## config.mk

```make
export PLATFORM = sky130hd
export DESIGN_NAME = calc_nucleo
export DESIGN_NICKNAME = d
export VERILOG_FILES = /design/src/rtl/calc_pkg.sv /design/src/rtl/calc_nucleo_detecta_borda.sv /design/src/rtl/calc_nucleo.sv
export SDC_FILE = /design/constraint.sdc
export NUM_CORES = 1
export LEC_CHECK = 0
export BUFFER_PORTS_ARGS = -buffer_cell sky130_fd_sc_hd__buf_2
export CORE_UTILIZATION = 50
export CTS_BUF_LIST = sky130_fd_sc_hd__clkbuf_16
export CTS_CLUSTER_DIAMETER = 50
export DETAILED_ROUTE_END_ITERATION = 12
export GPL_TIMING_DRIVEN = 0
export HOLD_SLACK_MARGIN = 0.15
export PLACE_DENSITY = 0.66
export SYNTH_ARGS = -nofsm -noshare
export SYNTH_HDL_FRONTEND = slang
export SYNTH_HIERARCHICAL = 1
export SYNTH_SLANG_ARGS = --single-unit
```

## constraint.sdc

```tcl
create_clock -name clk -period 8.84 [get_ports clk]
set_input_delay 1.326 -clock clk [delete_from_list [all_inputs] [get_ports clk]]
set_output_delay 1.326 -clock clk [all_outputs]
set_load 0.01 [all_outputs]
```

## src/rtl/calc_pkg.sv

```systemverilog
// rtl/calc_pkg.sv - shared types and event priority for the calculator core
package calc_pkg;

    typedef enum logic [2:0] {ENTRA_A, OP_WAIT, ENTRA_B, MOSTRA, ERRO} state_t;
    typedef enum logic {OP_ADD, OP_SUB} op_t;
    typedef enum logic [2:0] {EV_NENHUM, EV_RES, EV_ADD, EV_SUB, EV_TIRA, EV_BOTA, EV_DIG} evt_t;

    localparam int B_DIG  = 0;
    localparam int B_ADD  = 1;
    localparam int B_SUB  = 2;
    localparam int B_RES  = 3;
    localparam int B_BOTA = 4;
    localparam int B_TIRA = 5;

    // Only the highest-priority pulse of a cycle survives; the rest are dropped.
    function automatic evt_t prioriza(input logic [5:0] p);
        if (p[B_RES])       return EV_RES;
        else if (p[B_ADD])  return EV_ADD;
        else if (p[B_SUB])  return EV_SUB;
        else if (p[B_TIRA]) return EV_TIRA;
        else if (p[B_BOTA]) return EV_BOTA;
        else if (p[B_DIG])  return EV_DIG;
        else                return EV_NENHUM;
    endfunction

endpackage

```

## src/rtl/calc_nucleo_detecta_borda.sv

```systemverilog
// rtl/calc_nucleo_detecta_borda.sv - registers level inputs and emits one-cycle rising-edge pulses
module detecta_borda #(
    parameter int W = 1
) (
    input  logic         clk,
    input  logic         rst,
    input  logic [W-1:0] nivel,
    output logic [W-1:0] pulso
);

    logic [W-1:0] amostra_q, amostra_d;
    logic [W-1:0] anterior_q, anterior_d;

    always_comb begin
        amostra_d  = nivel;
        anterior_d = amostra_q;
    end

    always_ff @(posedge clk or posedge rst) begin
        if (rst) begin
            amostra_q  <= '0;
            anterior_q <= '0;
        end else begin
            amostra_q  <= amostra_d;
            anterior_q <= anterior_d;
        end
    end

    assign pulso = amostra_q & ~anterior_q;

endmodule

```

## src/rtl/calc_nucleo.sv

```systemverilog
// rtl/calc_nucleo.sv - chained add/sub calculator core; CALC_MEMORIA_EN enables the memory register
module calc_nucleo
    import calc_pkg::*;
#(
    parameter int DIGITS = 4,
    parameter int VAL_W  = 16
) (
    input  logic             clk,
    input  logic             rst,
    input  logic [3:0]       numero,
    input  logic             digito_valido,
    input  logic             add,
    input  logic             sub,
    input  logic             resultado,
    input  logic             bota_memoria,
    input  logic             tira_memoria,
    output logic [VAL_W-1:0] valor,
    output logic             negativo,
    output logic             erro,
    output logic             mem_ativa,
    output logic             atualiza
);

    localparam int MAX = 10**DIGITS - 1;
    localparam int CW  = $clog2(DIGITS + 1);
    localparam logic signed [VAL_W-1:0] MAX_V = VAL_W'(MAX);
    localparam logic [CW-1:0]           DIG_C = CW'(DIGITS);

    logic [5:0] pulso, pulso_ef;
    evt_t       evento;

    detecta_borda #(.W(6)) u_borda (
        .clk   (clk),
        .rst   (rst),
        .nivel ({tira_memoria, bota_memoria, resultado, sub, add, digito_valido}),
        .pulso (pulso)
    );

    state_t                    state_q, state_d;
    op_t                       op_q, op_d, op_novo;
    logic signed [VAL_W-1:0]   acc_q, acc_d, entrada_q, entrada_d, valor_q, valor_d;
    logic signed [VAL_W-1:0]   soma;
    logic [CW-1:0]             contagem_q, contagem_d;
    logic [3:0]                numero_q, numero_d;
    logic                      erro_q, erro_d, negativo_q, negativo_d, atualiza_q, atualiza_d;
    logic                      ovf;
`ifdef CALC_MEMORIA_EN
    logic signed [VAL_W-1:0]   mem_q, mem_d;
    logic                      mem_ativa_q, mem_ativa_d;
`endif

    // Without the memory feature its key pulses are masked so they never steal priority.
    always_comb begin
`ifdef CALC_MEMORIA_EN
        pulso_ef = pulso;
`else
        pulso_ef = pulso & 6'b001111;
`endif
        evento = prioriza(pulso_ef);
    end

    always_comb begin
        state_d    = state_q;
        op_d       = op_q;
        acc_d      = acc_q;
        entrada_d  = entrada_q;
        contagem_d = contagem_q;
        erro_d     = erro_q;
        numero_d   = numero;
`ifdef CALC_MEMORIA_EN
        mem_d       = mem_q;
        mem_ativa_d = mem_ativa_q;
`endif
        soma    = (op_q == OP_ADD) ? acc_q + entrada_q : acc_q - entrada_q;
        ovf     = (soma > MAX_V) || (soma < -MAX_V);
        op_novo = (evento == EV_ADD) ? OP_ADD : OP_SUB;

        case (evento)
            EV_DIG: begin
                if (state_q == ENTRA_A || state_q == ENTRA_B) begin
                    if (contagem_q < DIG_C) begin
                        entrada_d  = (entrada_q <<< 3) + (entrada_q <<< 1) + {{(VAL_W-4){1'b0}}, numero_q};
                        contagem_d = contagem_q + CW'(1);
                    end
                end else begin
                    entrada_d  = {{(VAL_W-4){1'b0}}, numero_q};
                    contagem_d = CW'(1);
                    if (state_q == OP_WAIT) begin
                        state_d = ENTRA_B;
                    end else begin
                        acc_d   = '0;
                        erro_d  = 1'b0;
                        state_d = ENTRA_A;
                    end
                end
            end
            EV_ADD, EV_SUB: begin
                case (state_q)
                    ENTRA_A: begin
                        acc_d   = entrada_q;
                        op_d    = op_novo;
                        state_d = OP_WAIT;
                    end
                    ENTRA_B: begin
                        if (ovf) begin
                            erro_d  = 1'b1;
                            state_d = ERRO;
                        end else begin
                            acc_d   = soma;
                            op_d    = op_novo;
                            state_d = OP_WAIT;
                        end
                    end
                    OP_WAIT, MOSTRA: begin
                        op_d    = op_novo;
                        state_d = OP_WAIT;
                    end
                    default: ;
                endcase
            end
            EV_RES: begin
                case (state_q)
                    ENTRA_A: begin
                        acc_d   = entrada_q;
                        state_d = MOSTRA;
                    end
                    ENTRA_B: begin
                        if (ovf) begin
                            erro_d  = 1'b1;
                            state_d = ERRO;
                        end else begin
                            acc_d   = soma;
                            state_d = MOSTRA;
                        end
                    end
                    OP_WAIT: state_d = MOSTRA;
                    default: ;
                endcase
            end
`ifdef CALC_MEMORIA_EN
            EV_TIRA: begin
                if (state_q != ERRO && mem_ativa_q) begin
                    entrada_d  = mem_q;
                    contagem_d = DIG_C;
                    if (state_q == OP_WAIT)     state_d = ENTRA_B;
                    else if (state_q == MOSTRA) state_d = ENTRA_A;
                end
            end
            EV_BOTA: begin
                if (state_q != ERRO) begin
                    mem_d       = valor_q;
                    mem_ativa_d = 1'b1;
                end
            end
`endif
            default: ;
        endcase

        case (state_d)
            ENTRA_A, ENTRA_B: valor_d = entrada_d;
            OP_WAIT, MOSTRA:  valor_d = acc_d;
            default:          valor_d = '0;
        endcase
        negativo_d = valor_d[VAL_W-1];
`ifdef CALC_MEMORIA_EN
        atualiza_d = (valor_d != valor_q) || (erro_d != erro_q) || (mem_ativa_d != mem_ativa_q);
`else
        atualiza_d = (valor_d != valor_q) || (erro_d != erro_q);
`endif
    end

    always_ff @(posedge clk or posedge rst) begin
        if (rst) begin
            state_q    <= ENTRA_A;
            op_q       <= OP_ADD;
            acc_q      <= '0;
            entrada_q  <= '0;
            contagem_q <= '0;
            numero_q   <= '0;
            erro_q     <= 1'b0;
            valor_q    <= '0;
            negativo_q <= 1'b0;
            atualiza_q <= 1'b0;
`ifdef CALC_MEMORIA_EN
            mem_q       <= '0;
            mem_ativa_q <= 1'b0;
`endif
        end else begin
            state_q    <= state_d;
            op_q       <= op_d;
            acc_q      <= acc_d;
            entrada_q  <= entrada_d;
            contagem_q <= contagem_d;
            numero_q   <= numero_d;
            erro_q     <= erro_d;
            valor_q    <= valor_d;
            negativo_q <= negativo_d;
            atualiza_q <= atualiza_d;
`ifdef CALC_MEMORIA_EN
            mem_q       <= mem_d;
            mem_ativa_q <= mem_ativa_d;
`endif
        end
    end

    assign valor    = valor_q;
    assign negativo = negativo_q;
    assign erro     = erro_q;
    assign atualiza = atualiza_q;
`ifdef CALC_MEMORIA_EN
    assign mem_ativa = mem_ativa_q;
`else
    assign mem_ativa = 1'b0;
`endif

endmodule

```

==> run_results.csv, run 1 <==
group,metric,value,unit
global_route,track_usage,29.87,%
setup_path,reg2reg_depth,20,
global_route,grt_max_degree,39,
setup_path,path_cells,"clkbuf_1 > nor4_1 > nor4b_2 > nor2_1 > xnor2_1 > ha_1 > clkbuf_1 > a21oi_1 > nand2_1 > a221o_1 > nor2_1 > xor2_1 > nor3_1 > o31ai_2 > a21oi_1 > a221oi_1 > or3_1 > o2111ai_1 > nor4_1 > nand4_1",
cts,cts_resized,0,
min_path,holdPathEnd,"u_borda/anterior_q[2]",
cts,cts_max_level,3,
setup_path,worst_setup_path_start_kind,"flip-flop",
cts,max-clock-path-buffers,2,
power_and_ir_drop,power.density,357.9,nW/µm²
setup_path,slowest_delay,760,ps
placement,port_buffers,28,
logic_synthesis,synth_nets,700,
finish,final_cell_mix,"dfrtp_1 (69), nand2_1 (55), a21oi_1 (43), ha_1 (43), nor2_1 (38)",
routing,ant_nets,0,
setup_path,cp_data_arrival_time,6930,ps
floorplanning,die_y,108.2,µm
cts,cts_buffers,9,
cts,cts.sinks,69,
flow_run,cap_violations,0,
finish,layout-drive-gt1-share,11.64,%
cts,clk_latency,340,ps
timing,fin_skew,4.336,ps
placement,gp_congestion,0.9033,
timing,final-setup-viol-count,0,
global_route,grt_pass1_vias,5170,
setup_path,r2r_start,"entrada_q[2]",
cts,cts_setup_buffers,0,
logic_synthesis,netlist_area,5642,µm²
cts,cts_root_buffer,"clkbuf_16",
finish,final_cells,827,
floorplanning,rows,38,
cts,holdBufCountCts,0,
finish,area_growth_syn_to_layout,11.53,%
timing,hold_viol,0,
routing,routed_via_density,6.392,
min_path,holdPathStages,0,
placement,dp_cells,811,
floorplanning,die_x,108.2,µm
timing,slew_viol_final,0,
routing,drtIter0Drc,592,
routing,drt-pass1-iter-count,5,
finish,final_common_cell,"dfrtp_1",
timing,whs,380.1,ps
logic_synthesis,yosys_warnings,6,
cts,clk_pin_slew_worst_paths,60,ps
timing,rsz0062_at_grt,"no",
min_path,min_from,"u_borda/amostra_q[2]",
routing,wl_per_cell,19.79,µm
floorplanning,die_area,11710,µm²
timing,period_share,76.22,%
setup_path,slowest_stage,"a221oi_1",
routing,routed_wl,16370,µm
setup_path,path_class,"reg -> reg",
global_route,antenna_found_initial,0,
timing,fmax,148.4,MHz
min_path,hold_class,"reg -> reg",
setup_path,r2r_setup_slack,2100,ps
logic_synthesis,synthCells,642,
setup_path,cp.required,9030,ps
routing,num_vias,5286,
global_route,grt_pass1_wl,26540,µm
timing,tightestPinTransition,1306,ps
setup_path,cp-end-kind,"flip-flop",
timing,fin_crit,6738,ps
routing,drc,0,
power_and_ir_drop,p_leak,2.874,nW
floorplanning,core_area,10940,µm²
cts,tritoncts,"built",
floorplanning,start_util,51.59,%
finish,layout.nets,740,
timing,slew_headroom,12.28,%
setup_path,r2r-end,"atualiza",
setup_path,path_max_fanout,10,
timing,setup_tns,0,ps
power_and_ir_drop,ir_worst_vdd,0.0002271,V
outcome,status,"complete, no violations",
finish,diodes,0,
placement,place_hpwl,12610,µm
floorplanning,ios,32,
global_route,grt_overflow,0,
logic_synthesis,synth_area_per_cell,8.788,µm²
[final cells by class]
cell class,instances,area [µm²]
repair buffers,29,160.2
clock buffers,9,225.2
inverters,33,123.9
clock inverters,7,90.09
fillers,975,4643
multi-input cells,513,3680
well taps,140,175.2
flip-flops and latches,69,1727
plain buffers,27,111.4
[per-stage QoR]
step	area (µm²)	total power [W]	worst slack, ps	util [%]
floorplan	5642	0.001503	3885	-
global placement	5957	0.001813	2349	54.47
detailed placement	5977	0.001842	2368	54.66
CTS	6292	0.002233	2311	57.54
global route	6292	0.002418	1691	57.54
finish	6292	0.002252	2102	57.54
[critical path: cells and delay by family (launching register included)]
family | cells | cell delay (ps)
AOI/OAI and AO/OA | 6 | 2260
xor gates and xnor gates | 2 | 560
adders and majority gates | 1 | 300
buffers and inverters | 2 | 450
DFF | 1 | 430
and+or+nand+nor | 9 | 2590
[state kept, by name, summed over array words and instances (netlist names), 3 cells and up]
name / count
state_q: 3
u_borda/anterior_q: 4
valor: 15
entrada_q: 16
u_borda/amostra_q: 4
numero_q: 4
contagem_q: 3
acc_q: 16
[where the power goes]
group	internal, W	total (W)	leakage [nW]	switching, W
logic	0.000535	0.00142	1.83	0.000885
clock network	0.000245	0.000381	0.143	0.000136
registers	0.000377	0.000451	0.899	0.0000743
total	0.00116	0.00225	2.87	0.00110
[how the worst max path moves through the flow]
stage	from	to	depth (start not counted)
2_1_floorplan	entrada_q[2]	atualiza	20
3_3_place_gp	entrada_q[2]	atualiza	20
3_5_place_dp	entrada_q[2]	atualiza	20
4_1_cts	entrada_q[2]	atualiza	20
5_1_grt	entrada_q[2]	atualiza	20
6_report	entrada_q[2]	atualiza	20
[per-layer routing]
layer	wire length [µm]	global-route usage, %	up-vias
met5	0	0	-
met3	1181	5.726	24
met1	7430	41.58	2544
li1	-	-	2497
met4	284	7.632	0
met2	7472	47.45	221
(Power assumes the default switching activity.)
==> run 2, diff against run 1 <==
Clock period 8.84 ns to 6.2 ns, I/O delays scaled along.
==> run 2 against run 1 <==
  * Flip-flop and latch count is the same
  * Clock skew grew 0.99 ps
  * Critical endpoint unchanged
  * Highest routed layer unchanged
  * Critical path depth shrank 1
==> run_results.csv, run 2 (same netlist as run 1, synthesis figures left out) <==
group,metric,value,unit
outcome,status,"complete, no violations",
placement,place_hpwl,12610,µm
global_route,track_usage,30.01,%
placement,gp_congestion,0.9033,
routing,routed_via_density,6.480,
finish,post-route-cell-area,6430,µm²
setup_path,cp-end-kind,"flip-flop",
routing,num_vias,5372,
floorplanning,die_x,108.2,µm
routing,wl_per_cell,20.13,µm
power_and_ir_drop,ir_worst_vdd,0.0003339,V
finish,final_cell_mix,"dfrtp_1 (69), nand2_1 (55), ha_1 (43)",
finish,multi_input_area,3792,µm²
flow_run,cap_violations,0,
floorplanning,die_y,108.2,µm
global_route,grt_max_degree,39,
finish,layout.nets,742,
routing,ant_nets,0,
timing,fin_crit,5887,ps
global_route,grt_overflow,0,
global_route,antenna_found_initial,0,
floorplanning,start_util,51.59,%
power_and_ir_drop,power.density,520.8,nW/µm²
routing,drc,0,
timing,fin_skew,5.322,ps
timing,final-setup-viol-count,0,
cts,cts.sinks,69,
min_path,hold_class,"reg -> reg",
timing,slew_headroom,13.11,%
timing,slew_viol_final,0,
finish,final_common_cell,"dfrtp_1",
setup_path,cp.required,6400,ps
routing,drtIter0Drc,473,
power_and_ir_drop,total_power,0.003349,W
finish,regArea,1727,µm²
finish,layout-drive-gt1-share,14.66,%
finish,area_growth_syn_to_layout,13.97,%
global_route,grt_pass1_wl,26650,µm
timing,hold_viol,0,
floorplanning,core_area,10940,µm²
floorplanning,rows,38,
cts,max-clock-path-buffers,2,
power_and_ir_drop,p_leak,2.932,nW
setup_path,worst_setup_path_start_kind,"flip-flop",
setup_path,cp_data_arrival_time,6080,ps
placement,port_buffers,28,
timing,fmax,169.9,MHz
cts,tritoncts,"built",
setup_path,path_max_fanout,10,
finish,fillers,954,
cts,clk_latency,350,ps
cts,cts_buffers,9,
finish,diodes,0,
cts,holdBufCountCts,0,
floorplanning,ios,32,
global_route,grt_pass1_vias,5175,
placement,dpl_cell_area,5977,µm²
timing,tightestPinTransition,1293,ps
setup_path,path_class,"reg -> reg",
cts,clk_pin_slew_worst_paths,60,ps
finish,utilization,58.80,%
routing,routed_wl,16690,µm
routing,drt-pass1-iter-count,5,
cts,cts_root_buffer,"clkbuf_16",
cts,cts_max_level,3,
floorplanning,die_area,11710,µm²
timing,period_share,94.95,%
==> run 2: changes by cell type in the layout (fill, tap and decap cells not counted), sizes merged <==
cell / change
clkbuf: -2
buf: +4
==> run 2: what timing repair did <==
action,4_1_cts,5_1_grt
resized for setup,4,20
pin swaps,0,2
setup buffers,1,3
setup endpoints to repair,1,1
==> run 2: area by class of cell <==
class                   instances  share of cell area (%)
flip-flops and latches         69                   26.85
multi-input cells             513                   58.98
clock buffers                   9                   3.503
repair buffers                 33                   2.958
inverters                      33                   1.926
well taps                     140                   2.724
clock inverters                 7                   1.401
plain buffers                  25                   1.654
==> run 2: worst max-delay path: stages, from the launching register on <==
cell and delay [ps]:
dfrtp_1 320, clkbuf_1 340, clkbuf_1 470, nor2_1 110, xnor2_1 220, ha_1 350
nor2b_1 210, o21a_1 240, o311ai_1 420, a21oi_1 160, or3_1 410, a211oi_2 420
o21a_2 340, o31ai_4 130, buf_4 170, a222oi_1 420, o22ai_1 300, or2_0 320
a221oi_2 280, nand4_1 110
==> run 2: metrics by stage <==
stage | setup slack (ps) | TNS (ps) | hold slack [ps] | instances
CTS | 68.49 | 0 | 384.3 | 828
floorplan | 1245 | 0 | 354.4 | 642
global placement | -290.7 | -290.7 | 366.5 | 810
detailed placement | -271.8 | -271.8 | 365.4 | 811
global route | -41.06 | -41.06 | 395.7 | 829
finish | 313.1 | 0 | 380.1 | 829
==> run 2: power breakdown <==
part / switching, W / leakage, nW / internal, W / total (W)
Combinational: 0.00134 / 1.89 / 0.000816 / 0.00215
Sequential: 0.000111 / 0.899 / 0.000537 / 0.000648
Clock: 0.000198 / 0.143 / 0.000349 / 0.000547
Total: 0.00165 / 2.93 / 0.00170 / 0.00335
==> run 2: final timing paths <==
path	endpoint	depth (start not counted)	slack, ps	startpoint
setup / recovery	atualiza	19	310	op_q
hold / removal	u_borda/anterior_q[2]	0	380	u_borda/amostra_q[2]
setup reg to reg	atualiza	19	310	op_q
hold reg to reg	u_borda/anterior_q[2]	0	380	u_borda/amostra_q[2]
max in group asynchronous	acc_q[13]	3	4970	rst
min in group asynchronous	u_borda/amostra_q[0]	2	520	rst
==> run 2: per-layer routing <==
| metal | global-route usage [%] | wire length (µm) | vias up |
|---|---|---|---|
| li1 | - | - | 2503 |
| met1 | 41.89 | 7540 | 2615 |
| met2 | 47.50 | 7623 | 230 |
| met3 | 5.787 | 1237 | 24 |
| met4 | 7.730 | 286 | 0 |
| met5 | 0 | 0 | - |
==> run 3, diff against run 2 <==
Settings changed: CTS_BUF_LIST sky130_fd_sc_hd__clkbuf_16 to default, GPL_ROUTABILITY_DRIVEN from default to 1.
==> run 3 against run 2 <==
  * Worst setup slack lost 70 ps
  * Power rose by 1.7%
  * Highest routed layer unchanged
  * Routed wire length about the same
  * Cell count fell by 0.12%
  * Die area stayed put
  * Largest power group unchanged
==> run_results.csv, run 3 (same netlist as run 1, synthesis figures left out) <==
group,metric,value,unit
timing,fmax,167.9,MHz
finish,final_cells,828,
placement,gp_congestion,0.9033,
min_path,min_from,"u_borda/amostra_q[2]",
timing,final-setup-viol-count,0,
routing,drt-pass1-iter-count,5,
routing,drc,0,
setup_path,slowest_stage,"nor3_1",
timing,period_share,96.08,%
power_and_ir_drop,total_power,0.003407,W
finish,final_cell_mix,"dfrtp_1 (69), nand2_1 (55), ha_1 (43)",
timing,fin_crit,5957,ps
min_path,hold_class,"reg -> reg",
timing,fin_ws,243.2,ps
floorplanning,rows,38,
placement,place_hpwl,12610,µm
setup_path,path_cells,"clkbuf_1 > nor4_2 > nand2_1 > nor2_1 > a21oi_1 > xnor2_1 > ha_1 > clkbuf_1 > and3_1 > a221o_1 > nor2_1 > xor2_2 > nor3_1 > o31a_2 > o31ai_4 > buf_4 > a222oi_1 > o22ai_1 > or2_0 > a221oi_2 > nand4_1",
power_and_ir_drop,power.density,527.2,nW/µm²
cts,max-clock-path-buffers,2,
setup_path,worst_setup_path_start_kind,"flip-flop",
timing,fin_skew,7.223,ps
setup_path,critPathBufInv,3,
flow_run,cap_violations,0,
cts,cts_max_level,3,
setup_path,cp_data_arrival_time,6160,ps
floorplanning,ios,32,
setup_path,cp-end-kind,"flip-flop",
timing,rsz0062_at_grt,"no",
power_and_ir_drop,ir_worst_vdd,0.0003461,V
outcome,status,"complete, no violations",
finish,final_common_cell,"dfrtp_1",
setup_path,path_class,"reg -> reg",
finish,area_growth_syn_to_layout,14.55,%
cts,cts_buffers,9,
setup_path,crit_start,"entrada_q[2]",
finish,layout.nets,741,
placement,port_buffers,28,
global_route,grt_overflow,0,
timing,tightestPinTransition,1361,ps
routing,wl_per_cell,20.17,µm
global_route,grt_max_degree,39,
global_route,grt_pass1_vias,5177,
floorplanning,core_area,10940,µm²
floorplanning,die_x,108.2,µm
routing,routed_wl,16700,µm
global_route,antenna_found_initial,0,
cts,cts.sinks,69,
power_and_ir_drop,p_leak,2.935,nW
timing,slew_viol_final,0,
finish,diodes,0,
cts,holdBufCountCts,0,
routing,drtIter0Drc,549,
timing,hold_viol,0,
setup_path,critPathTopFamily,"simple AND/OR/NAND/NOR gates",
cts,clk_latency,350,ps
finish,layout-drive-gt1-share,14.53,%
timing,slew_headroom,8.542,%
global_route,grt_pass1_wl,26630,µm
setup_path,slowest_delay,450,ps
cts,tritoncts,"built",
cts,clk_pin_slew_worst_paths,60,ps
setup_path,r2r_start,"entrada_q[2]",
floorplanning,die_area,11710,µm²
routing,ant_nets,0,
routing,num_vias,5385,
placement,pre_cts_slack,-271.8,ps
floorplanning,die_y,108.2,µm
setup_path,path_max_fanout,9,
placement,dp_cells,811,
global_route,track_usage,29.99,%
routing,routed_via_density,6.504,
floorplanning,start_util,51.59,%
setup_path,cp.required,6400,ps
cts,cts_root_buffer,"clkbuf_16",
## run 3: worst paths after layout
path                            cells after the start                     to  slack [ps]
worst max-delay path                               21               atualiza         240
worst min-delay path                                0  u_borda/anterior_q[2]         380
worst max register to register                     21               atualiza         240
worst min register to register                      0  u_borda/anterior_q[2]         380
max in group asynchronous                           3              acc_q[13]        4980
min in group asynchronous                           2   u_borda/amostra_q[0]         520
## run 3: metal layers
| metal | track usage [%] | part of all wire [%] | up-vias |
|---|---|---|---|
| met5 | 0 | 0 | - |
| met4 | 7.632 | 1.9 | 0 |
| met3 | 5.726 | 7.3 | 27 |
| met2 | 47.59 | 46 | 245 |
| met1 | 41.83 | 45 | 2611 |
| li1 | - | - | 2502 |
## run 3: power breakdown
group	switching, W	internal [W]	leakage [nW]	total [W]
Clock	0.000200	0.000374	0.154	0.000573
Combinational	0.00136	0.000824	1.88	0.00219
Sequential	0.000112	0.000537	0.899	0.000649
## run 3: what timing repair did
action                     in CTS  in global routing
setup endpoints to repair       1                  1
setup buffers                   1                  3
gates resized for setup         4                 19
pin swaps                       0                  2
## run 3: area by class of cell
cell class,instances,area (µm²)
flip-flops and latches,69,1727
plain buffers,24,101.3
clock inverters,5,82.58
well taps,140,175.2
multi-input cells,513,3810
clock buffers,11,252.7
repair buffers,33,190.2
inverters,33,123.9
fillers,946,4473
## run 3: metrics by stage
stage / util [%] / cell area [µm²] / setup TNS (ps) / hold WS [ps]
finish: 59.10 / 6462 / 0 / 380.0
global route: 59.10 / 6462 / 0 / 395.7
CTS: 58.07 / 6350 / 0 / 384.3
detailed placement: 54.66 / 5977 / -271.8 / 365.4
global placement: 54.47 / 5957 / -290.7 / 366.5
floorplan: - / 5642 / 0 / 354.4
